## src/rtl/ifetch_unit.sv

```systemverilog
// Instruction fetch stage: holds the PC, fetches one word over req/ack and hands it to the decoder.
// Optional macro IFETCH_ALIGN_CHECK_EN: flags misaligned jump/branch targets and halts fetching.
module ifetch_unit #(
    parameter logic [31:0] RESET_PC = 32'h0000_0000,
    parameter int          CNT_W    = 32
) (
    input  logic             clk,
    input  logic             rst_n,
    output logic             imem_req,
    output logic [31:0]      imem_addr,
    input  logic             imem_ack,
    input  logic [31:0]      imem_rdata,
    output logic [31:0]      instruction,
    output logic             instr_valid,
    input  logic             instr_ready,
    input  logic [1:0]       PC_MUX_SEL,
    input  logic             bce_taken,
    input  logic [31:0]      rs_data,
    output logic [31:0]      pc,
    output logic [31:0]      pc_plus4,
    output logic [CNT_W-1:0] retired,
    output logic             misalign
);

`ifdef IFETCH_ALIGN_CHECK_EN
    typedef enum logic [1:0] {IDLE, REQ, FULL, HALT} state_t;
`else
    typedef enum logic [1:0] {IDLE, REQ, FULL} state_t;
`endif

    state_t            state_q, state_d;
    logic [31:0]       pc_q, pc_d;
    logic [31:0]       instruction_q, instruction_d;
    logic              imem_req_q, imem_req_d;
    logic              instr_valid_q, instr_valid_d;
    logic [CNT_W-1:0]  retired_q, retired_d;
    logic              misalign_q, misalign_d;

    logic [31:0]       p4;
    logic [31:0]       br_off;
    logic [31:0]       next_pc_raw;
    logic [31:0]       next_pc;

    // Target selection for the word currently held in the buffer.
    always_comb begin
        p4     = pc_q + 32'd4;
        br_off = {{14{instruction_q[15]}}, instruction_q[15:0], 2'b00};
        case (PC_MUX_SEL)
            2'b00:   next_pc_raw = rs_data;
            2'b01:   next_pc_raw = bce_taken ? (p4 + br_off) : p4;
            2'b10:   next_pc_raw = {p4[31:28], instruction_q[25:0], 2'b00};
            default: next_pc_raw = p4;
        endcase
`ifdef IFETCH_ALIGN_CHECK_EN
        next_pc = next_pc_raw;
`else
        next_pc = next_pc_raw & 32'hFFFF_FFFC;
`endif
    end

    always_comb begin
        state_d       = state_q;
        pc_d          = pc_q;
        instruction_d = instruction_q;
        imem_req_d    = imem_req_q;
        instr_valid_d = instr_valid_q;
        retired_d     = retired_q;
        misalign_d    = misalign_q;
        case (state_q)
            IDLE: begin
                state_d    = REQ;
                imem_req_d = 1'b1;
            end
            REQ: begin
                if (imem_ack) begin
                    instruction_d = imem_rdata;
                    state_d       = FULL;
                    imem_req_d    = 1'b0;
                    instr_valid_d = 1'b1;
                end
            end
            FULL: begin
                if (instr_ready) begin
                    pc_d          = next_pc;
                    retired_d     = retired_q + CNT_W'(1);
                    instr_valid_d = 1'b0;
`ifdef IFETCH_ALIGN_CHECK_EN
                    // An unaligned target still loads into pc so software can see where it went wrong.
                    if (next_pc[1:0] != 2'b00) begin
                        misalign_d = 1'b1;
                        state_d    = HALT;
                        imem_req_d = 1'b0;
                    end else begin
                        state_d    = REQ;
                        imem_req_d = 1'b1;
                    end
`else
                    state_d    = REQ;
                    imem_req_d = 1'b1;
`endif
                end
            end
`ifdef IFETCH_ALIGN_CHECK_EN
            HALT: begin
                imem_req_d    = 1'b0;
                instr_valid_d = 1'b0;
            end
`endif
            default: begin
                state_d       = IDLE;
                imem_req_d    = 1'b0;
                instr_valid_d = 1'b0;
            end
        endcase
    end

    always_ff @(posedge clk or negedge rst_n) begin
        if (!rst_n) begin
            state_q       <= IDLE;
            pc_q          <= RESET_PC;
            instruction_q <= 32'h0;
            imem_req_q    <= 1'b0;
            instr_valid_q <= 1'b0;
            retired_q     <= '0;
            misalign_q    <= 1'b0;
        end else begin
            state_q       <= state_d;
            pc_q          <= pc_d;
            instruction_q <= instruction_d;
            imem_req_q    <= imem_req_d;
            instr_valid_q <= instr_valid_d;
            retired_q     <= retired_d;
            misalign_q    <= misalign_d;
        end
    end

    assign imem_req    = imem_req_q;
    assign imem_addr   = pc_q;
    assign pc          = pc_q;
    assign pc_plus4    = p4;
    assign instruction = instruction_q;
    assign instr_valid = instr_valid_q;
    assign retired     = retired_q;
`ifdef IFETCH_ALIGN_CHECK_EN
    assign misalign    = misalign_q;
`else
    assign misalign    = 1'b0;
`endif

endmodule
```

## config.mk

```make
export PLATFORM = sky130hd
export DESIGN_NAME = ifetch_unit
export DESIGN_NICKNAME = d
export VERILOG_FILES = /design/src/rtl/ifetch_unit.sv
export SDC_FILE = /design/constraint.sdc
export NUM_CORES = 1
export LEC_CHECK = 0
export BUFFER_PORTS_ARGS = -buffer_cell sky130_fd_sc_hd__buf_2
export CORE_MARGIN = 3
export CORE_UTILIZATION = 56
export DETAILED_ROUTE_END_ITERATION = 16
export PLACE_DENSITY_LB_ADDON = 0.05
export REMOVE_ABC_BUFFERS = 1
export SKIP_LAST_GASP = 1
export SLEW_MARGIN = 10
export SYNTH_ARGS = -nofsm -noshare
export SYNTH_HDL_FRONTEND = slang
export SYNTH_SLANG_ARGS = --single-unit
export TNS_END_PERCENT = 30
```

## constraint.sdc

```tcl
create_clock -name clk -period 8.1 [get_ports clk]
set_input_delay 1.215 -clock clk [delete_from_list [all_inputs] [get_ports clk]]
set_output_delay 1.215 -clock clk [all_outputs]
set_load 0.02 [all_outputs]
```

==> results of run 1 <==
[state kept, by name, summed over array words and instances, names as in the netlist]
register / cells
imem_addr: 30
imem_req: 1
instr_valid: 1
instruction: 32
retired: 32
state_q: 2
[how the worst max path moves through the flow]
stage            startpoint             to  slack (ps)  cells after the start
2_1_floorplan  imem_addr[2]  imem_addr[31]        3910                     14
3_3_place_gp   imem_addr[2]  imem_addr[25]        3900                     15
3_5_place_dp   imem_addr[2]  imem_addr[31]        3830                     15
4_1_cts        imem_addr[2]  imem_addr[31]        3810                     15
5_1_grt        imem_addr[2]  imem_addr[25]        3430                     14
6_report       imem_addr[2]  imem_addr[31]        3730                     15
[where the power goes]
part	switching [mW]	internal [mW]	leakage, nW
Combinational	1.37	0.903	2.80
Sequential	0.249	0.654	1.23
Clock	0.212	0.246	0.149
[cells in the mapped netlist (14+ instances only)]
master / count / area (µm²)
xor2_1: 27 / 236.5
a21oi_1: 33 / 165.2
o21ai_0: 47 / 235.2
dfrtp_1: 98 / 2452
mux2i_1: 14 / 140.1
mux2_2: 35 / 394.1
nand3_1: 29 / 145.1
a221oi_1: 19 / 166.4
ha_1: 35 / 437.9
inv_1: 14 / 52.55
clkbuf_1: 15 / 56.30
nor2_1: 62 / 232.7
xnor2_1: 53 / 464.2
buf_4: 38 / 285.3
nand2_1: 79 / 296.5
[area by class of cell]
class                           count  area, µm²  area share, %
Multi-Input combinational cell    598       4248          50.33
Sequential cell                    98       2452          29.05
Clock inverter                      7      83.83         0.9932
Clock buffer                        9      225.2          2.668
Tap cell                          168      210.2          2.490
Timing Repair Buffer              230       1169          13.85
Inverter                           14      52.55         0.6226
[cells by family after synthesis]
family          after synthesis
xor+xnor                     84
flops                        98
mux                          49
simple gates                245
other cells                   1
buf+inv                      81
fa+ha+maj                    36
compound gates              177
[per-layer routing]
metal  vias up  wire length (µm)  track usage [%]
met2       235             10080            49.66
met3        36              1229            5.128
met1      3169              8462            35.01
li1       3085                 -                -
met4         0               390            9.486
met5         -                 0                0
[worst max-delay path, stage by stage (launching register included)]
cell,delay (ps)
dfrtp_1,520
ha_1,250
nand3_1,190
nor3_4,420
nand2_2,100
or3_1,510
nor2_4,150
xor2_2,220
ha_1,350
inv_1,90
o21bai_1,90
a2111oi_0,540
a211oi_2,160
xor2_1,190
and3_1,240
o41ai_2,260
==> flow_summary.toml, run 1 <==
[setup_path]
path_max_fanout = 8
worst-endpoint-arrival_ps = 4630
reg2reg_depth = 15
rrSetupSlack_ps = 3730
cp-start-kind = "register"
crit_required_ps = 8360
r2r_end = "imem_addr[31]"
end_kind = "register"
worstReg2RegStart = "imem_addr[2]"
critPathKind = "register to register"

[logic_synthesis]
synth_ff_type = "dfrtp_1"
ys_seq_area_share_pct = 34.34
synth_simple_gate_area_share_pct = 17.73
synth-edff-count = 0
synthMuxAreaShare_pct = 7.481
ys_ff_latch = 98
ys_types = 80
syn_inst = 771
synthArstFlopShare_pct = 100.0
synth_warnings = 0
synth_compound_area_share_pct = 16.73
synthAdderAreaFrac_pct = 6.412
synth_top_family_by_area = "simple AND/OR/NAND/NOR gates"
synthesis.area_um2 = 7142
syn_area_per_cell_um2 = 9.263
synthXorXnorAreaFrac_pct = 10.72

[grt]
grt_remaining_overflow = 0
antenna_found_initial = 0
grt_use_total_pct = 28.26
grt_pass1_wl_mm = 32.63
grt_max_degree = 69
grt_pass1_vias = 6578

[place]
finalWeightedCongestion = 0.8756
hpwl_mm = 14.97
place_ws_ps = 3830
io_buffers = 224
placedCellCount = 1108
place_area_um2 = 8132

[sta]
maxSlewViolCount = 0
fin_hold_ws_ps = 481.0
worst_pin_slew_ps = 987.1
clock-skew-final_ps = 8.874
layout_setup_ws_ps = 3728
relSlewSlack_pct = 34.19
fin_crit_ps = 4372
fmax_mhz = 228.7
rsz0062_at_grt = "false"
setup_viol_count_final = 0
hold_violations = 0
post-route-period-util_pct = 53.97
setup_tns_ps = 0

[detailed_routing]
wl_per_cell_um = 17.94
drcViolationCount = 0
dr.pass1.iters = 5
via_per_inst = 5.805
vias = 6525
antenna_left = 0
wl_mm = 20.16
drt_first_iter_violations = 342

[min_path]
hold_start = "retired[31]"
whs_path_depth = 1
holdPathEnd = "retired[31]"
hp-class = "register to register"

[pwr]
leakage_nw = 4.178
max-vdd-ir-drop_uv = 256.8
power_density_nw_per_um2 = 430.2
power.total_mw = 3.631

[floorplan]
die_h_um = 118.9
coreArea_um2 = 12260
die_area_um2 = 14140
rows = 40
die_x_um = 118.9
io_pins = 234
initial_utilization_pct = 58.24

[finish]
final_cell_area_um2 = 8441
most-common-layout-cells = "buf_2 (223), dfrtp_1 (98), nand2_1 (79), nor2_1 (61), xnor2_1 (53)"
syn_to_final_growth_pct = 18.19
layout-drive-gt1-share_pct = 33.47
utilization_pct = 68.84
instances_no_fill = 1124
mostFrequentLayoutCell = "buf_2"
layout.nets = 1058
n_antenna_cell = 0
fillers = 997

[job]
max-cap-violations = 0

[clock_network]
clock_latency_ps = 350
post_cts_buffers = 0
clock-sinks = 98
cts.reportedPaths.clkPinSlew_ps = 80
clk_path_buf_depth = 2
cts_tree = "built"
numCtsBuffers = 9
cts_resized = 0
cts_root_buffer = "clkbuf_16"
cts-htree-levels = 3
postCtsHoldBufs = 0

[run_status]
status = "finished clean"
(Power assumes the default switching activity.)
==> run 2: changes to the inputs <==
--- a/config.mk
+++ b/config.mk
@@ -7,7 +7,7 @@
 export LEC_CHECK = 0
 export BUFFER_PORTS_ARGS = -buffer_cell sky130_fd_sc_hd__buf_2
 export CORE_MARGIN = 3
-export CORE_UTILIZATION = 56
+export CORE_UTILIZATION = 47
 export DETAILED_ROUTE_END_ITERATION = 16
 export PLACE_DENSITY_LB_ADDON = 0.05
 export REMOVE_ABC_BUFFERS = 1
==> constraint.sdc (replaced) <==
create_clock -name clk -period 3.9 [get_ports clk]
set_input_delay 0.585 -clock clk [delete_from_list [all_inputs] [get_ports clk]]
set_output_delay 0.585 -clock clk [all_outputs]
set_load 0.02 [all_outputs]
==> run 2 against run 1 <==
  * Worst hold slack got worse by 270 ps
  * Die area is 18% higher
  * Clock power up 110%
  * Combinational power rose by 120%
  * Clock skew about the same
  * Flip-flop and latch count unchanged
  * Sequential power increased by 100%
  * Total power grew 120%
  * Largest cell class unchanged
==> flow_summary.toml, run 2 (synthesis results as in run 1) <==
[place]
hpwl_mm = 16.51
finalWeightedCongestion = 0.9663
io_buffers = 224
place_ws_ps = 42.14
place_area_um2 = 8354

[setup_path]
reg2reg_depth = 15
cp-startpoint = "imem_addr[6]"
r2r_end = "imem_addr[31]"
path_max_fanout = 8
crit_required_ps = 4170
worst-endpoint-arrival_ps = 3960
cp-start-kind = "register"
worstReg2RegStart = "imem_addr[6]"
rrSetupSlack_ps = 210
end_kind = "register"
critPathKind = "register to register"
critPathCapture = "imem_addr[31]"

[min_path]
hp-class = "input pin to asynchronous set/reset pin"

[detailed_routing]
vias = 6650
via_per_inst = 5.698
drcViolationCount = 0
dr.pass1.iters = 4
drt_first_iter_violations = 413
wl_mm = 21.75
wl_per_cell_um = 18.63
antenna_left = 0

[sta]
hold_violations = 0
rsz0062_at_grt = "true"
fmax_mhz = 270.7
relSlewSlack_pct = 51.93
worst_pin_slew_ps = 720.2
setup_viol_count_final = 0
fin_crit_ps = 3694
maxSlewViolCount = 0
post-route-period-util_pct = 94.72
layout_setup_ws_ps = 206.0
clock-skew-final_ps = 9.235

[clock_network]
cts_tree = "built"
clock_latency_ps = 370
cts.reportedPaths.clkPinSlew_ps = 80
cts-htree-levels = 3
clock-sinks = 98
cts_root_buffer = "clkbuf_16"
cts_resized = 0
postCtsHoldBufs = 0
post_cts_buffers = 0
clk_path_buf_depth = 2
numCtsBuffers = 9

[floorplan]
io_pins = 234
die_area_um2 = 16710
die_h_um = 129.3
rows = 44
initial_utilization_pct = 48.59
coreArea_um2 = 14700
die_x_um = 129.3

[finish]
n_antenna_cell = 0
fillers = 1312
most-common-layout-cells = "buf_2 (223), dfrtp_1 (97), nand2_1 (79), nor2_1 (61)"
utilization_pct = 59.61
layout-drive-gt1-share_pct = 36.72
final_cell_area_um2 = 8762
syn_to_final_growth_pct = 22.69
layout.nets = 1085
multi_input_area_um2 = 4345
mostFrequentLayoutCell = "buf_2"
regArea_um2 = 2454

[pwr]
leakage_nw = 4.395
max-vdd-ir-drop_uv = 487.0
power_density_nw_per_um2 = 894.4

[grt]
grt_use_met2_pct = 42.80
grt.busiest_layer = "met2"
met3_usage_pct = 4.411
grt_use_total_pct = 25.60
globalRouteMet1Util_pct = 33.66
antenna_found_initial = 0
grt_max_degree = 43
grt_remaining_overflow = 0
grt_pass1_wl_mm = 33.75
grt_pass1_vias = 6503

[job]
max-cap-violations = 0

[run_status]
status = "finished clean"
[run 2: worst min-delay path by stage]
stage | startpoint | to | slack (ps) | cells after the start
2_1_floorplan | rst_n | imem_addr[10] | 290 | 0
3_3_place_gp | retired[31] | retired[31] | 460 | 1
3_5_place_dp | retired[31] | retired[31] | 480 | 1
4_1_cts | rst_n | imem_addr[27] | 220 | 1
5_1_grt | rst_n | imem_addr[27] | 260 | 1
6_report | rst_n | imem_addr[27] | 210 | 1
[run 2: area by class of cell]
class	count	area share, %
multi-input combinational	598	49.59
sequential	98	28.00
timing repair buffer	257	15.65
tap	184	2.627
clock buffer	9	2.570
clock inverter	7	0.9567
inverter	14	0.5997
[run 2: through the flow]
step           TNS [ps]  std cells  power, mW  hold WS [ps]
6_report              0       1167      7.837         207.2
5_1_grt          -35.81       1167      8.408         255.6
4_1_cts               0       1167      7.722         224.2
3_5_place_dp          0       1151      6.737         477.9
3_3_place_gp          0       1151      6.634         459.2
2_1_floorplan    -528.2        710      5.185         289.4
[run 2: worst max-delay path: stages (launching register included)]
cell and delay (ps):
dfrtp_1 460, nand3_1 170, nor3_4 330, and2_4 230, nand3_2 80, xnor2_1 160
ha_1 430, nand3_1 160, nor4_4 320, a32o_2 180, a21oi_2 50, o21a_4 240
a211oi_2 200, xor2_1 120, and3_1 210, o41ai_2 260
[run 2: power breakdown]
part / internal [mW] / total, mW / switching [mW]
Clock: 0.466 / 0.957 / 0.490
Combinational: 2.04 / 5.07 / 3.02
Sequential: 1.36 / 1.82 / 0.456
[run 2: routing by layer]
metal	routed length, µm	part of all wire, %
met1	9390	43
met2	10720	49
met3	1247	5.7
met4	387	1.8
met5	0	0
==> run 3: changes to the inputs <==
--- a/config.mk
+++ b/config.mk
@@ -7,7 +7,7 @@
 export LEC_CHECK = 0
 export BUFFER_PORTS_ARGS = -buffer_cell sky130_fd_sc_hd__buf_2
 export CORE_MARGIN = 3
-export CORE_UTILIZATION = 47
+export CORE_UTILIZATION = 52
 export DETAILED_ROUTE_END_ITERATION = 16
 export PLACE_DENSITY_LB_ADDON = 0.05
 export REMOVE_ABC_BUFFERS = 1
==> constraint.sdc (replaced) <==
create_clock -name clk -period 3.45 [get_ports clk]
set_input_delay 0.5175 -clock clk [delete_from_list [all_inputs] [get_ports clk]]
set_output_delay 0.5175 -clock clk [all_outputs]
set_load 0.02 [all_outputs]
==> run 3 against run 2 <==
  * Combinational power grew 41%
  * Clock skew is essentially flat
  * Final cell count grew 7.6%
  * The run now ends with negative setup slack left
  * Highest routed layer unchanged
  * Critical path depth grew 2
  * Sequential share of layout area shrank 3.0 points
  * Worst setup slack lost 280 ps
  * Wire length grew 5.2%
  * Via count grew 7.3%
  * Maximum frequency grew 4.8%
  * Flip-flop and latch count is the same
  * Non-clock buffer count grew 97
  * Critical path type unchanged
==> flow_summary.toml, run 3 (synthesis results as in run 1) <==
[finish]
final_cell_area_um2 = 9791
mostFrequentLayoutCell = "buf_2"
layout.nets = 1182
layout-drive-gt1-share_pct = 46.11
utilization_pct = 73.35
syn_to_final_growth_pct = 37.09
n_antenna_cell = 0
instances_no_fill = 1256
most-common-layout-cells = "buf_2 (223), buf_4 (127), dfrtp_1 (98), nand2_1 (77), nor2_1 (57)"

[grt]
grt_pass1_vias = 7097
grt_use_total_pct = 29.94
grt_use_met2_pct = 49.85
grt_pass1_wl_mm = 35.74
met3_usage_pct = 5.032
globalRouteMet1Util_pct = 39.29
antenna_found_initial = 0
grt.busiest_layer = "met2"
grt_max_degree = 58
grt_remaining_overflow = 0

[run_status]
status = "complete, but fails checks"
violations = "negative setup slack"

[setup_path]
path_max_fanout = 5
reg2reg_depth = 17
end_kind = "register"
critPathKind = "register to register"
cpPeakStageDelay_ps = 360
cp-startpoint = "imem_addr[3]"
cp_cell_sequence = "buf_4 > nand2_2 > nor3_4 > buf_4 > nand3_4 > nor2_1 > xor2_1 > ha_1 > a21o_1 > a21o_1 > a21oi_1 > o21ai_0 > a21o_1 > a21oi_1 > o21ai_1 > xnor2_1 > o221ai_1"
crit_required_ps = 3670
crit_top_cell = "a21o_1"
worst-endpoint-arrival_ps = 3740
cp-start-kind = "register"
slowest_stage = "dfrtp_1"
worstReg2RegStart = "imem_addr[3]"

[detailed_routing]
drt_first_iter_violations = 430
wl_per_cell_um = 18.21
via_per_inst = 5.683
wl_mm = 22.87
dr.pass1.iters = 5
vias = 7138
drcViolationCount = 0
antenna_left = 0

[job]
max-cap-violations = 0

[floorplan]
die_h_um = 123.2
rows = 42
die_area_um2 = 15180
die_x_um = 123.2
initial_utilization_pct = 53.51
io_pins = 234
coreArea_um2 = 13350

[sta]
rsz0062_at_grt = "true"
maxSlewViolCount = 0
clock-skew-final_ps = 8.990
worst_pin_slew_ps = 796.5
hold_violations = 0
fmax_mhz = 283.7
relSlewSlack_pct = 46.90
post-route-period-util_pct = 102.2
fin_crit_ps = 3525
setup_viol_count_final = 2
layout_setup_ws_ps = -75.29

[pwr]
leakage_nw = 4.907
max-vdd-ir-drop_uv = 675.9
power_density_nw_per_um2 = 1038
power.total_mw = 10.16

[place]
io_buffers = 224
placedCellCount = 1217
finalWeightedCongestion = 0.9135
place_area_um2 = 8900
hpwl_mm = 16.99
place_ws_ps = -215.2

[clock_network]
cts_tree = "built"
numCtsBuffers = 9
clk_path_buf_depth = 2
postCtsHoldBufs = 0
cts.reportedPaths.clkPinSlew_ps = 80
clock_latency_ps = 350
cts_root_buffer = "clkbuf_16"
cts-htree-levels = 3
clock-sinks = 98

[min_path]
hp-class = "input pin to asynchronous set/reset pin"
==> run 3: cell count changes in the layout (fill, tap and decap cells not counted), moves of 4 or more <==
cell / change
ha_1: -10
ha_4: +8
nor2_1: -4
buf_4: +93
a21oi_1: -4
buf_6: +4
==> run 3: through the flow <==
step	hold WS (ps)	setup TNS [ps]
CTS	259.1	-52.64
floorplan	221.9	-5506
detailed placement	455.5	-951.0
global placement	456.7	-541.7
finish	210.1	-146.2
global route	265.7	-1492
==> run 3: report_power, final <==
group	total, mW	internal [mW]	switching [mW]	leakage, nW
clock	1.02	0.509	0.507	0.143
combinational	7.15	3.25	3.90	3.54
sequential	2.00	1.54	0.461	1.23
==> run 3: repair_timing <==
item                       CTS  global route
pin swaps                   13            16
hold endpoints to repair     0             0
buffers inserted            17             7
resized for setup           31            45
setup endpoints to repair    8            14
==> run 3: final timing paths <==
kind | endpoint | slack, ps
setup / recovery | imem_addr[30] | -80
max in group asynchronous | instruction[18] | 2410
hold / removal | imem_addr[29] | 210
setup reg to reg | imem_addr[30] | -80
hold reg to reg | retired[31] | 480
min in group clk | instruction[24] | 390
==> run 3: layer usage <==
| layer | wire length [µm] | share of wire [%] | vias to the layer above |
|---|---|---|---|
| met5 | 0 | 0 | - |
| met4 | 607 | 2.7 | 0 |
| met3 | 1364 | 6.0 | 45 |
| met2 | 11390 | 50 | 264 |
| met1 | 9507 | 42 | 3502 |
| li1 | - | - | 3327 |
==> run 3: critical path, delay by kind of cell, from the launching register on <==
kind	cells	cell delay, ps
buf+inv	2	330
xor+xnor	2	520
flops	1	360
fa+ha+maj	1	320
simple gates	4	620
compound gates	8	1220
==> run 3: area by class of cell <==
type | count | area [µm²]
repair buffers | 354 | 2115
inverters | 14 | 52.55
well taps | 176 | 220.2
clock inverters | 7 | 68.82
flip-flops and latches | 98 | 2452
multi-input cells | 598 | 4657
fillers | 1017 | 3557
clock buffers | 9 | 225.2
